--- src/rtl/sprite_blitter_if.sv ---
// sprite_blitter_if: descriptor, handshake, ROM and frame-buffer write signals of
// the sprite blitter.
//   master: scene sequencer / ROM / frame-buffer side (drives start, descriptor,
//           rom_data, wr_ready; observes busy, done, rom_*, wr_*, write_*)
//   slave : the blitter itself
interface sprite_blitter_if #(
  parameter int COOR_WIDTH    = 12,
  parameter int ROM_WIDTH     = 19,
  parameter int PALETTE_WIDTH = 3
);
  logic                     start;
  logic [COOR_WIDTH-1:0]    sprite_x;
  logic [COOR_WIDTH-1:0]    sprite_y;
  logic [COOR_WIDTH-1:0]    frame_x;
  logic [COOR_WIDTH-1:0]    frame_y;
  logic [COOR_WIDTH-1:0]    width;
  logic [COOR_WIDTH-1:0]    height;
  logic                     mirror;
  logic                     busy;
  logic                     done;
  logic                     rom_en;
  logic [ROM_WIDTH-1:0]     rom_addr;
  logic [PALETTE_WIDTH-1:0] rom_data;
  logic                     wr_ready;
  logic                     wr_en;
  logic [COOR_WIDTH-1:0]    write_x;
  logic [COOR_WIDTH-1:0]    write_y;
  logic [PALETTE_WIDTH-1:0] write_palette;

  modport master (
    output start, sprite_x, sprite_y, frame_x, frame_y, width, height, mirror,
    output rom_data, wr_ready,
    input  busy, done, rom_en, rom_addr, wr_en, write_x, write_y, write_palette
  );

  modport slave (
    input  start, sprite_x, sprite_y, frame_x, frame_y, width, height, mirror,
    input  rom_data, wr_ready,
    output busy, done, rom_en, rom_addr, wr_en, write_x, write_y, write_palette
  );
endinterface

--- src/rtl/sprite_blitter.sv ---
// sprite_blitter: copies a width x height region of the sprite ROM into the frame
// buffer, one pixel per cycle, with mirroring, transparency and frame clipping.
// Ports:
//   clk_33m  system clock
//   rst      synchronous, active-high reset
//   bus      sprite_blitter_if.slave (descriptor/start/busy/done, ROM read port,
//            frame-buffer write port with wr_ready back-pressure)
//
// state | meaning
// IDLE  | waiting for start, descriptor latched on start
// RUN   | issuing one ROM address per wr_ready cycle, row-major scan
// DRAIN | last address issued, waiting for the read pipeline to empty
// DONE  | one-cycle done pulse
module sprite_blitter #(
  parameter int COOR_WIDTH      = 12,
  parameter int ROM_WIDTH       = 19,
  parameter int PALETTE_WIDTH   = 3,
  parameter int SPRITE_WIDTH    = 2442,
  parameter int FRAME_WIDTH     = 1280,
  parameter int FRAME_HEIGHT    = 300,
  parameter int ROM_LATENCY     = 1,
  parameter int TRANSPARENT_EN  = 1,
  parameter int TRANSPARENT_IDX = 0
) (
  input logic             clk_33m,
  input logic             rst,
  sprite_blitter_if.slave bus
);
  localparam int CW = COOR_WIDTH;
  localparam int RW = ROM_WIDTH;
  localparam int PW = PALETTE_WIDTH;
  localparam int L  = ROM_LATENCY;
  localparam logic [RW-1:0] PITCH   = RW'(SPRITE_WIDTH);
  localparam logic [CW-1:0] FRAME_W = CW'(FRAME_WIDTH);
  localparam logic [CW-1:0] FRAME_H = CW'(FRAME_HEIGHT);
  localparam logic [PW-1:0] TRANSP  = PW'(TRANSPARENT_IDX);

  typedef enum logic [1:0] {IDLE, RUN, DRAIN, DONE} state_t;

  state_t          state_q, state_d;
  logic [CW-1:0]   sx_q, sy_q, fx_q, fy_q, w_q, h_q;
  logic            mir_q;
  logic [CW-1:0]   x_q, x_d, y_q, y_d;
  logic [L-1:0]    vld_q, vld_d;
  logic [CW-1:0]   px_q [L];
  logic [CW-1:0]   py_q [L];
  logic            load, issue;

  logic [RW-1:0]   src_x, src_row;
  logic [CW:0]     wfx, wfy;
  logic            in_x, in_y, opaque, wr_en;

  always_ff @(posedge clk_33m) begin
    if (rst) begin
      state_q <= IDLE;
      x_q     <= '0;
      y_q     <= '0;
      vld_q   <= '0;
    end else begin
      state_q <= state_d;
      x_q     <= x_d;
      y_q     <= y_d;
      vld_q   <= vld_d;
    end
  end

  always_ff @(posedge clk_33m) begin
    if (rst) begin
      sx_q  <= '0;
      sy_q  <= '0;
      fx_q  <= '0;
      fy_q  <= '0;
      w_q   <= '0;
      h_q   <= '0;
      mir_q <= 1'b0;
    end else if (load) begin
      sx_q  <= bus.sprite_x;
      sy_q  <= bus.sprite_y;
      fx_q  <= bus.frame_x;
      fy_q  <= bus.frame_y;
      w_q   <= bus.width;
      h_q   <= bus.height;
      mir_q <= bus.mirror;
    end
  end

  // Coordinates ride alongside the ROM read; gated by vld_q, so no reset needed.
  always_ff @(posedge clk_33m) begin
    if (bus.wr_ready) begin
      px_q[0] <= x_q;
      py_q[0] <= y_q;
      for (int i = 1; i < L; i++) begin
        px_q[i] <= px_q[i-1];
        py_q[i] <= py_q[i-1];
      end
    end
  end

  always_comb begin
    state_d = state_q;
    x_d     = x_q;
    y_d     = y_q;
    load    = 1'b0;
    issue   = 1'b0;
    unique case (state_q)
      IDLE: begin
        if (bus.start) begin
          load    = 1'b1;
          x_d     = '0;
          y_d     = '0;
          state_d = (bus.width == '0 || bus.height == '0) ? DONE : RUN;
        end
      end
      RUN: begin
        if (bus.wr_ready) begin
          issue = 1'b1;
          if (x_q == w_q - CW'(1)) begin
            x_d = '0;
            if (y_q == h_q - CW'(1)) state_d = DRAIN;
            else                     y_d     = y_q + CW'(1);
          end else begin
            x_d = x_q + CW'(1);
          end
        end
      end
      DRAIN: begin
        if (vld_d == '0) state_d = DONE;
      end
      DONE:    state_d = IDLE;
      default: state_d = IDLE;
    endcase
  end

  // Whole pipeline freezes on back-pressure so rom_data stays aligned with x/y.
  assign vld_d = bus.wr_ready ? ((vld_q << 1) | L'(issue)) : vld_q;

  assign src_x   = RW'(sx_q) + (mir_q ? (RW'(w_q) - RW'(x_q) - RW'(1)) : RW'(x_q));
  assign src_row = RW'(sy_q) + RW'(y_q);

  // Frame position: sign-extended frame origin plus unsigned offset.
  assign wfx    = {fx_q[CW-1], fx_q} + {1'b0, px_q[L-1]};
  assign wfy    = {fy_q[CW-1], fy_q} + {1'b0, py_q[L-1]};
  assign in_x   = !wfx[CW] && (wfx[CW-1:0] < FRAME_W);
  assign in_y   = !wfy[CW] && (wfy[CW-1:0] < FRAME_H);
  assign opaque = !((TRANSPARENT_EN != 0) && (bus.rom_data == TRANSP));
  assign wr_en  = vld_q[L-1] && in_x && in_y && opaque;

  assign bus.busy          = (state_q != IDLE);
  assign bus.done          = (state_q == DONE);
  assign bus.rom_en        = (state_q == RUN) && bus.wr_ready;
  assign bus.rom_addr      = (state_q == RUN) ? (src_row * PITCH + src_x) : '0;
  assign bus.wr_en         = wr_en;
  assign bus.write_x       = wr_en ? wfx[CW-1:0] : '0;
  assign bus.write_y       = wr_en ? wfy[CW-1:0] : '0;
  assign bus.write_palette = wr_en ? bus.rom_data : '0;
endmodule

--- src/flat_wrapper.sv ---
// flat-port wrapper written by rule: the top's interface ports become plain ports
module sprite_blitter_flat 
#(
  parameter int COOR_WIDTH      = 12,
  parameter int ROM_WIDTH       = 19,
  parameter int PALETTE_WIDTH   = 3,
  parameter int SPRITE_WIDTH    = 2442,
  parameter int FRAME_WIDTH     = 1280,
  parameter int FRAME_HEIGHT    = 300,
  parameter int ROM_LATENCY     = 1,
  parameter int TRANSPARENT_EN  = 1,
  parameter int TRANSPARENT_IDX = 0
)
  (clk_33m, rst, bus_start, bus_sprite_x, bus_sprite_y, bus_frame_x, bus_frame_y, bus_width, bus_height, bus_mirror, bus_rom_data, bus_wr_ready, bus_busy, bus_done, bus_rom_en, bus_rom_addr, bus_wr_en, bus_write_x, bus_write_y, bus_write_palette);
  sprite_blitter_if #(.COOR_WIDTH(COOR_WIDTH), .ROM_WIDTH(ROM_WIDTH), .PALETTE_WIDTH(PALETTE_WIDTH)) bus_i ();
  input logic clk_33m;
  input logic rst;
  input wire logic [$bits(bus_i.start)-1:0] bus_start;
  input wire logic [$bits(bus_i.sprite_x)-1:0] bus_sprite_x;
  input wire logic [$bits(bus_i.sprite_y)-1:0] bus_sprite_y;
  input wire logic [$bits(bus_i.frame_x)-1:0] bus_frame_x;
  input wire logic [$bits(bus_i.frame_y)-1:0] bus_frame_y;
  input wire logic [$bits(bus_i.width)-1:0] bus_width;
  input wire logic [$bits(bus_i.height)-1:0] bus_height;
  input wire logic [$bits(bus_i.mirror)-1:0] bus_mirror;
  input wire logic [$bits(bus_i.rom_data)-1:0] bus_rom_data;
  input wire logic [$bits(bus_i.wr_ready)-1:0] bus_wr_ready;
  output wire logic [$bits(bus_i.busy)-1:0] bus_busy;
  output wire logic [$bits(bus_i.done)-1:0] bus_done;
  output wire logic [$bits(bus_i.rom_en)-1:0] bus_rom_en;
  output wire logic [$bits(bus_i.rom_addr)-1:0] bus_rom_addr;
  output wire logic [$bits(bus_i.wr_en)-1:0] bus_wr_en;
  output wire logic [$bits(bus_i.write_x)-1:0] bus_write_x;
  output wire logic [$bits(bus_i.write_y)-1:0] bus_write_y;
  output wire logic [$bits(bus_i.write_palette)-1:0] bus_write_palette;
  assign bus_i.start = bus_start;
  assign bus_i.sprite_x = bus_sprite_x;
  assign bus_i.sprite_y = bus_sprite_y;
  assign bus_i.frame_x = bus_frame_x;
  assign bus_i.frame_y = bus_frame_y;
  assign bus_i.width = bus_width;
  assign bus_i.height = bus_height;
  assign bus_i.mirror = bus_mirror;
  assign bus_i.rom_data = bus_rom_data;
  assign bus_i.wr_ready = bus_wr_ready;
  assign bus_busy = bus_i.busy;
  assign bus_done = bus_i.done;
  assign bus_rom_en = bus_i.rom_en;
  assign bus_rom_addr = bus_i.rom_addr;
  assign bus_wr_en = bus_i.wr_en;
  assign bus_write_x = bus_i.write_x;
  assign bus_write_y = bus_i.write_y;
  assign bus_write_palette = bus_i.write_palette;
  sprite_blitter #(.COOR_WIDTH(COOR_WIDTH), .ROM_WIDTH(ROM_WIDTH), .PALETTE_WIDTH(PALETTE_WIDTH), .SPRITE_WIDTH(SPRITE_WIDTH), .FRAME_WIDTH(FRAME_WIDTH), .FRAME_HEIGHT(FRAME_HEIGHT), .ROM_LATENCY(ROM_LATENCY), .TRANSPARENT_EN(TRANSPARENT_EN), .TRANSPARENT_IDX(TRANSPARENT_IDX)) u_core (.clk_33m(clk_33m), .rst(rst), .bus(bus_i));
endmodule
--- config.mk ---
export PLATFORM = sky130hd
export DESIGN_NAME = sprite_blitter_flat
export DESIGN_NICKNAME = d
export VERILOG_FILES = /design/src/rtl/sprite_blitter_if.sv /design/src/rtl/sprite_blitter.sv /design/src/flat_wrapper.sv
export SDC_FILE = /design/constraint.sdc
export NUM_CORES = 1
export LEC_CHECK = 0
export BUFFER_PORTS_ARGS = -buffer_cell sky130_fd_sc_hd__buf_2
export CAP_MARGIN = 20
export CORE_MARGIN = 2
export CORE_UTILIZATION = 45
export CTS_BUF_LIST = sky130_fd_sc_hd__clkbuf_16
export CTS_CLUSTER_SIZE = 24
export DETAILED_ROUTE_END_ITERATION = 12
export GPL_ROUTABILITY_DRIVEN = 1
export PLACE_DENSITY = 0.75
export SYNTH_ARGS = -nofsm -noshare
export SYNTH_HDL_FRONTEND = slang
export SYNTH_SLANG_ARGS = --single-unit
--- constraint.sdc ---
create_clock -name clk_33m -period 16.03 [get_ports clk_33m]
set_input_delay 4.809 -clock clk_33m [delete_from_list [all_inputs] [get_ports clk_33m]]
set_output_delay 4.809 -clock clk_33m [all_outputs]
set_load 0.02 [all_outputs]
==> summary.md, run 1 <==
| Metric | Value |
|---|---|
| Status | completed |
| Diode count | 0 |
| Clk_lat worst skew | 0.42 ns |
| Fin. max-slew vios | 0 |
| GPL Wtd Cong | 0.873 |
| Clock Path Buffers | 2 |
| Post-route ant nets | 0 |
| Critical path peak fanout | 11 |
| CTS Root Cell | clkbuf_16 |
| Mapped cell area | 0.0109 mm2 |
| CP Launch Type | register |
| Vias in the first global route | 9327 |
| Critical Path AT | 7.69 ns |
| Setup violators final | 0 |
| DR pass1 iterations | 7 |
| Actual slew at the worst max-slew pin | 0.924 ns |
| H-tree levels | 4 |
| Syn-to-layout area delta | 13.7% |
| Starting DRC count in detailed routing | 594 |
| IO Count | 130 |
| RSZ-0062 raised after global routing | false |
| CTS tree | built |
| First-pass GRT wire length | 45700 um |
| Die Y | 159 um |
| Power consumption | 1860 uW |
| Post-DP HPWL | 21600 um |
| Syn avg cell area | 8.27 um2 |
| Met3 WL | 1160 um |
| Setup TNS | 0 ns |
| Fill cells | 2202 |
| Yosys top cell by area | dfxtp_1 |
| Met1 WL | 12600 um |
| Pwr/cell area | 151 mW/mm2 |
| Post-synthesis sequential area ratio | 0.251 |
| Yosys reg bits | 124 |
| All-Layer GR Usage | 0.218 |
| Crit path capture type | output pin |
| Leakage power | 0.00586 uW |
| Crit Path Class | reg -> out |
| Hold-fix buffers, CTS | 0 |
| Reg clk slew, reported paths | 0.06 ns |
| WP data required | 11.22 ns |
| Detailed-route wire length | 27900 um |
| Number of flops mapped to enable cells by yosys | 24 |
| Library cells used by synthesis | 77 |
| Max-slew headroom | 0.384 |
| CORE AREA | 0.0236 mm2 |
| Wirelength per Cell | 15.9 um |
| Post-synth top flop | dfxtp_1 |
| Post-route DRC | 0 |
| Register Area | 0.00272 mm2 |
| Layout cells sized above 1 | 0.126 |
| Total grt overflow | 0 |
| Post-synth ARST share | 0 |
| Initial antenna violation count | 0 |
| Maximum vdd drop | 0.0885 mV |
| Highest clock rate | 80.0 MHz |
| Port Buffer Count | 125 |
| Mapped Cells | 1314 |
| Hold Crit Class | reg -> reg |
| Most frequent cells after synthesis | 199 x nand2_1, 141 x ha_1, 137 x a21oi_1 |
| Die X | 159 um |
| DR WL met2 | 13400 um |
| Yosys warnings | 0 |
| Core Util, Final | 0.523 |
| Crit path time final | 12.49 ns |
| Largest net degree at the start of global routing | 84 |
| Multi-input logic area | 0.00765 mm2 |
| Row count | 56 |
| Fin crit share | 0.779 |
| Final net count | 1681 |
| Postcts setup bufs | 0 |
| Clk sinks | 124 |
| Final Hold Vio Count | 0 |
| DR vias | 9635 |
| Vias/cell | 5.49 |
| Most common cell in the netlist | nand2_1 |
| Synth top area share | 0.184 |
| Die ar. | 0.0254 mm2 |
| Clk_skew | 0.00846 ns |
| Ranking of synthesized cells by area | dfxtp_1 18%, ha_1 16%, nand2_1 6.9% |
| CTS resizes | 0 |
| Initial core utilization | 0.460 |
| Total CTS buffers | 17 |
| Max layer used | met4 |
| Max-Cap Viols | 0 |
==> power breakdown <==
group	internal, uW	switching [uW]
sequential	358	46.2
combinational	444	640
clock	225	146
==> stage by stage <==
step / setup WS, ns / cell area [um2] / instances / hold slack, ns
global route: 3.09 / 12300 / 1756 / 0.478
floorplan: 4.72 / 10900 / 1317 / 0.403
detailed placement: 4.09 / 11800 / 1723 / 0.453
CTS: 3.56 / 12300 / 1755 / 0.460
global placement: 4.23 / 11800 / 1723 / 0.446
finish: 3.54 / 12300 / 1756 / 0.458
==> layer usage <==
layer	vias to the layer above	global-route usage
met5	-	0
met1	4505	0.276
met3	52	0.0359
met4	0	0.0632
li1	4808	-
met2	270	0.383
==> cells by family (layout without fill, tap and decap cells) <==
group                      after synthesis  count (layout)  share of synthesized area
AOI/OAI and AO/OA                      294             294                      0.170
xor gates and xnor gates               119             119                     0.0985
adders and majority gates              177             177                      0.229
buffers and inverters                  132             252                     0.0471
DFF                                    124             124                      0.251
muxes                                    8               8                    0.00749
other                                    1               4                   0.000345
and+or+nand+nor                        459             459                      0.197
==> layout make-up <==
cell class / count / share of cell area
multi-input combinational: 1061 / 0.619
clock buffer: 17 / 0.0345
clock inverter: 15 / 0.0110
tap: 319 / 0.0323
inverter: 87 / 0.0264
sequential: 124 / 0.220
timing repair buffer: 133 / 0.0558
==> final timing paths <==
check,start,endpoint,slack (ns),cells after the start
max reg2reg,u_core.w_q[1],u_core.y_q[11],12.72,11
min reg2reg,u_core.sy_q[0],u_core.sy_q[0],0.46,2
min,u_core.sy_q[0],u_core.sy_q[0],0.46,2
max,u_core.y_q[2],bus_rom_addr[18],3.54,26
==> layout by cell type (no fill, tap or decap), types with 34 or more instances in the layout <==
| cell | count |
|---|---|
| o21ai_0 | 41 |
| xnor2_1 | 69 |
| inv_1 | 90 |
| nor3_1 | 34 |
| nor2_1 | 99 |
| buf_2 | 125 |
| xor2_1 | 48 |
| dfxtp_1 | 100 |
| fa_1 | 36 |
| a21oi_1 | 137 |
| nand2_1 | 198 |
| ha_1 | 141 |
==> flip-flops by register name, summed over array words and instances, names as in the netlist <==
signal	flops
u_core.fx_q	12
u_core.fy_q	12
u_core.h_q	12
u_core.mir_q	1
u_core.px_q	12
u_core.py_q	12
u_core.state_q	2
u_core.sx_q	12
u_core.sy_q	12
u_core.vld_q	1
u_core.w_q	12
u_core.x_q	12
u_core.y_q	12
==> worst max-delay path, cell delays in order (launching register included) <==
cell and delay, ns:
dfxtp_1 0.57, ha_1 0.35, o21a_1 0.22, a21oi_1 0.25, o21ai_0 0.18, a21oi_1 0.20, xnor2_1 0.35, ha_1 0.36
ha_1 0.32, fa_1 0.55, inv_1 0.06, fa_1 0.51, fa_1 0.56, inv_1 0.05, ha_1 0.34, nand2_1 0.08
a21oi_1 0.05, nor3_1 0.23, xnor2_1 0.15, ha_1 0.25, ha_1 0.34, a21o_1 0.17, a31o_2 0.22, a31oi_1 0.19
xnor3_1 0.41, and2_1 0.16, buf_2 0.15
Power figures use the tool's default switching activity.
==> run 2, diff against run 1 <==
==> constraint.sdc (replaced) <==
create_clock -name clk_33m -period 12.4 [get_ports clk_33m]
set_input_delay 3.72 -clock clk_33m [delete_from_list [all_inputs] [get_ports clk_33m]]
set_output_delay 3.72 -clock clk_33m [all_outputs]
set_load 0.02 [all_outputs]
==> run 2 against run 1 <==
Worst setup slack worse by 2.5 ns. Hold slack improved by 0.0015 ns. Clock skew hardly changed. Sequential share of layout area shrank 0.078 points. Die area unchanged. Critical path type unchanged. Largest power group unchanged. Highest routed layer unchanged.
==> summary.md, run 2 (same netlist as run 1, synthesis figures left out) <==
| Metric | Value |
|---|---|
| Die ar. | 0.0254 mm2 |
| Most frequent cells in the layout | 198 x nand2_1, 141 x ha_1, 137 x a21oi_1, 125 x buf_2, 100 x dfxtp_1 |
| Final Hold Vio Count | 0 |
| CTS tree | built |
| IO Count | 130 |
| Fin Hold WS | 0.460 ns |
| Diode count | 0 |
| GPL Wtd Cong | 0.873 |
| Worst setup margin | 1.05 ns |
| Multi-input logic area | 0.00765 mm2 |
| Layout cells sized above 1 | 0.127 |
| Post-route DRC | 0 |
| RSZ-0062 raised after global routing | false |
| Crit path time final | 11.35 ns |
| Reg clk slew, reported paths | 0.06 ns |
| Clock Path Buffers | 2 |
| Setup TNS | 0 ns |
| Fin. max-slew vios | 0 |
| Fill cells | 2172 |
| DR vias | 9682 |
| Clk_lat worst skew | 0.43 ns |
| Hold-fix buffers, CTS | 0 |
| DR pass1 iterations | 5 |
| Reg2reg setup slack | 9.03 ns |
| Actual slew at the worst max-slew pin | 0.914 ns |
| Max-slew headroom | 0.390 |
| Setup violators final | 0 |
| First-pass GRT wire length | 45700 um |
| Syn-to-layout area delta | 14.1% |
| Register Area | 0.00272 mm2 |
| Status | completed |
| WP data required | 8.68 ns |
| Crit Path Class | reg -> out |
| DP Worst Slack | 1.55 ns |
| Final net count | 1681 |
| Crit path capture type | output pin |
| Pwr/cell area | 198 mW/mm2 |
| Detailed-route wire length | 28100 um |
| Power consumption | 2450 uW |
| CP Launch Type | register |
| Vias in the first global route | 9409 |
| Post-DP HPWL | 21700 um |
| Largest net degree at the start of global routing | 84 |
| CTS resizes | 0 |
| Port Buffer Count | 125 |
| Die X | 159 um |
| Highest clock rate | 88.1 MHz |
| Starting DRC count in detailed routing | 659 |
| Wirelength per Cell | 16.0 um |
| Critical Path AT | 7.63 ns |
| Post-route ant nets | 0 |
| Initial core utilization | 0.460 |
| Clk sinks | 124 |
| H-tree levels | 4 |
| Max-Cap Viols | 0 |
| Row count | 56 |
| Total grt overflow | 0 |
| CORE AREA | 0.0236 mm2 |
| All-Layer GR Usage | 0.220 |
| Initial antenna violation count | 0 |
| CTS Root Cell | clkbuf_16 |
| Total CTS buffers | 17 |
| Commonest non-fill, non-tap cell in the layout | nand2_1 |
| Vias/cell | 5.51 |
| Hold Crit Class | reg -> reg |
| Fin crit share | 0.916 |
| Leakage power | 0.00588 uW |
| Die Y | 159 um |
| Maximum vdd drop | 0.118 mV |
| Clk_skew | 0.00873 ns |
| Critical path peak fanout | 11 |
| Postcts setup bufs | 0 |
## run 2: report_power, final
| part | switching [uW] | total (uW) | internal [uW] |
|---|---|---|---|
| registers | 58.9 | 522 | 463 |
| clock network | 201 | 516 | 316 |
| logic | 836 | 1410 | 575 |
## run 2: area by class of cell
type,count,share of cell area
clock buffers,17,0.0343
clock inverters,15,0.0142
inverters,87,0.0264
multi-input cells,1061,0.617
flip-flops and latches,124,0.220
well taps,319,0.0322
repair buffers,133,0.0559
## run 2: worst paths after layout
check | endpoint | start | depth (start not counted)
worst max register to register | u_core.y_q[11] | u_core.w_q[1] | 11
worst max-delay path | bus_rom_addr[18] | u_core.y_q[2] | 26
worst min-delay path | u_core.fx_q[7] | u_core.fx_q[7] | 2
worst min register to register | u_core.fx_q[7] | u_core.fx_q[7] | 2
## run 2: stage by stage
| step | std cells | utilization | area, um2 |
|---|---|---|---|
| global placement | 1723 | 0.499 | 11800 |
| global route | 1756 | 0.525 | 12400 |
| detailed placement | 1723 | 0.499 | 11800 |
| floorplan | 1317 | - | 10900 |
| finish | 1756 | 0.525 | 12400 |
| CTS | 1755 | 0.524 | 12400 |
## run 2: worst max-delay path: stages (launching register included)
cell and delay (ns):
dfxtp_1 0.42, ha_1 0.41, o21a_1 0.17, a21oi_1 0.09
o21ai_0 0.25, a21oi_1 0.13, xnor2_1 0.60, ha_1 0.36
ha_1 0.32, fa_1 0.54, inv_1 0.06, fa_1 0.51
fa_1 0.55, inv_1 0.04, ha_1 0.35, nand2_1 0.09
a21oi_1 0.05, nor3_1 0.23, xnor2_1 0.15, ha_1 0.25
ha_1 0.34, a21o_1 0.17, a31o_2 0.22, a31oi_1 0.19
xnor3_1 0.40, and2_1 0.16, buf_2 0.15
## run 2: layer usage
metal  wire, um  track usage  part of all wire  up-vias
met2      13300        0.384              0.47      309
met3       1330       0.0386             0.047       61
li1           -            -                 -     4793
met1      12600        0.272              0.45     4519
met4        856       0.0802             0.031        0
met5          0            0                 0        -
==> run 3, diff against run 2 <==
--- a/config.mk
+++ b/config.mk
@@ -9,7 +9,7 @@
 export CAP_MARGIN = 20
 export CORE_MARGIN = 2
 export CORE_UTILIZATION = 45
-export CTS_BUF_LIST = sky130_fd_sc_hd__clkbuf_16
+export CTS_BUF_LIST = sky130_fd_sc_hd__clkbuf_4 sky130_fd_sc_hd__clkbuf_8 sky130_fd_sc_hd__clkbuf_16
 export CTS_CLUSTER_SIZE = 24
 export DETAILED_ROUTE_END_ITERATION = 12
 export GPL_ROUTABILITY_DRIVEN = 1
==> run 3 against run 2 <==
Clock power rose by 1%. First-iteration DRC count fell by 4.4%. Worst setup slack got worse by 0.0086 ns. Critical endpoint unchanged.
==> summary.md, run 3 (same netlist as run 1, synthesis figures left out) <==
| Metric | Value |
|---|---|
| Status | completed |
| All-Layer GR Usage | 0.220 |
| Clk_lat worst skew | 0.43 ns |
| CTS tree | built |
| Slowest CP cell | xnor2_1 |
| Highest clock rate | 88.0 MHz |
| Layout cells sized above 1 | 0.129 |
| Fill cells | 2170 |
| Port Buffer Count | 125 |
| CP max stage delay | 0.60 ns |
| Wirelength per Cell | 16.0 um |
| DR WL met2 | 13300 um |
| Setup TNS | 0 ns |
| DR pass1 iterations | 5 |
| Clk sinks | 124 |
| IO Count | 130 |
| Maximum vdd drop | 0.118 mV |
| Met3 WL | 1330 um |
| Max-Cap Viols | 0 |
| Row count | 56 |
| Final net count | 1681 |
| Met1 WL | 12600 um |
| Reg2reg setup slack | 9.05 ns |
| Vias in the first global route | 9390 |
| Critical Path AT | 7.64 ns |
| Initial core utilization | 0.460 |
| Post-DP HPWL | 21700 um |
| Hold-fix buffers, CTS | 0 |
| Vias/cell | 5.50 |
| Crit path capture type | output pin |
| Most frequent cells in the layout | 198 x nand2_1, 141 x ha_1, 137 x a21oi_1, 125 x buf_2, 100 x dfxtp_1 |
| Syn-to-layout area delta | 14.1% |
| GPL Wtd Cong | 0.873 |
| Clk_skew | 0.00930 ns |
| Placed cell count | 1723 |
| CP Launch Type | register |
| Actual slew at the worst max-slew pin | 0.923 ns |
| Die ar. | 0.0254 mm2 |
| CTS Root Cell | clkbuf_16 |
| Post-route ant nets | 0 |
| R2R cell count | 11 |
| DR vias | 9664 |
| Hold path startpoint | u_core.fx_q[7] |
| Pwr/cell area | 198 mW/mm2 |
| Diode count | 0 |
| Crit Path Class | reg -> out |
| Fin. max-slew vios | 0 |
| CORE AREA | 0.0236 mm2 |
| RSZ-0062 raised after global routing | false |
| Reg clk slew, reported paths | 0.06 ns |
| Starting DRC count in detailed routing | 630 |
| Max layer used | met4 |
| Postcts setup bufs | 0 |
| Finished Layout Cells | 1756 |
| Commonest non-fill, non-tap cell in the layout | nand2_1 |
| WP data required | 8.68 ns |
| H-tree levels | 4 |
| CTS resizes | 0 |
| Hold depth | 2 |
| Final Hold Vio Count | 0 |
| Reg2reg start | u_core.w_q[1] |
| Cell repeated most along the worst path | ha_1 |
| First-pass GRT wire length | 45700 um |
| Total grt overflow | 0 |
| Setup violators final | 0 |
| Clock Path Buffers | 2 |
| Initial antenna violation count | 0 |
| Leakage power | 0.00588 uW |
| Die Y | 159 um |
| Total CTS buffers | 17 |
| Hold EP | u_core.fx_q[7] |
| Hold Crit Class | reg -> reg |
| R2r endpoint | u_core.y_q[11] |
| Fin crit share | 0.916 |
| Largest net degree at the start of global routing | 84 |
| Crit path time final | 11.36 ns |
| Post-route DRC | 0 |
| Max-slew headroom | 0.385 |
| Critical path peak fanout | 11 |
| Die X | 159 um |
| Detailed-route wire length | 28100 um |
## run 3: report_power, final
part	total [uW]	switching, uW	internal, uW
Clock	522	200	322
Sequential	522	59.0	463
Combinational	1410	834	575
Total	2450	1090	1360
## run 3: how the worst max path moves through the flow
stage	start	to	slack (ns)	cells after the start
final	u_core.y_q[2]	bus_rom_addr[18]	1.04	26
after global routing	u_core.y_q[2]	bus_rom_addr[18]	0.61	27
after CTS	u_core.y_q[2]	bus_rom_addr[18]	1.04	26
after detailed placement	u_core.y_q[2]	bus_rom_addr[18]	1.55	26
after global placement	u_core.y_q[2]	bus_rom_addr[18]	1.69	26
after floorplan	u_core.y_q[1]	bus_rom_addr[18]	2.18	24
## run 3: critical path: cells and delay by family, from the launching register on
| kind | cells | cell delay [ns] |
|---|---|---|
| buffers and inverters | 3 | 0.25 |
| DFF | 1 | 0.42 |
| adders and majority gates | 9 | 3.63 |
| AOI/OAI and AO/OA | 8 | 1.28 |
| xor gates and xnor gates | 3 | 1.15 |
| and+or+nand+nor | 3 | 0.48 |
## run 3: per-stage QoR
stage	hold slack, ns	power (uW)	instance area [um2]	util	setup slack [ns]
finish	0.460	2450	12400	0.525	1.04
global route	0.478	2650	12400	0.525	0.609
CTS	0.461	2450	12400	0.524	1.04
detailed placement	0.452	1920	11800	0.499	1.55
global placement	0.446	1880	11800	0.499	1.69
floorplan	0.403	1610	10900	-	2.18
## run 3: layer usage
metal,up-vias,global-route usage
met5,-,0
met4,0,0.0789
met3,60,0.0370
met2,312,0.384
met1,4494,0.274
li1,4798,-
## run 3: final cells by class
cell class	instances	area, um2	area share
multi-input cells	1061	7650	0.617
flip-flops and latches	124	2720	0.220
repair buffers	133	693	0.0559
clock buffers	19	440	0.0355
well taps	319	399	0.0322
inverters	87	327	0.0263
clock inverters	13	169	0.0136
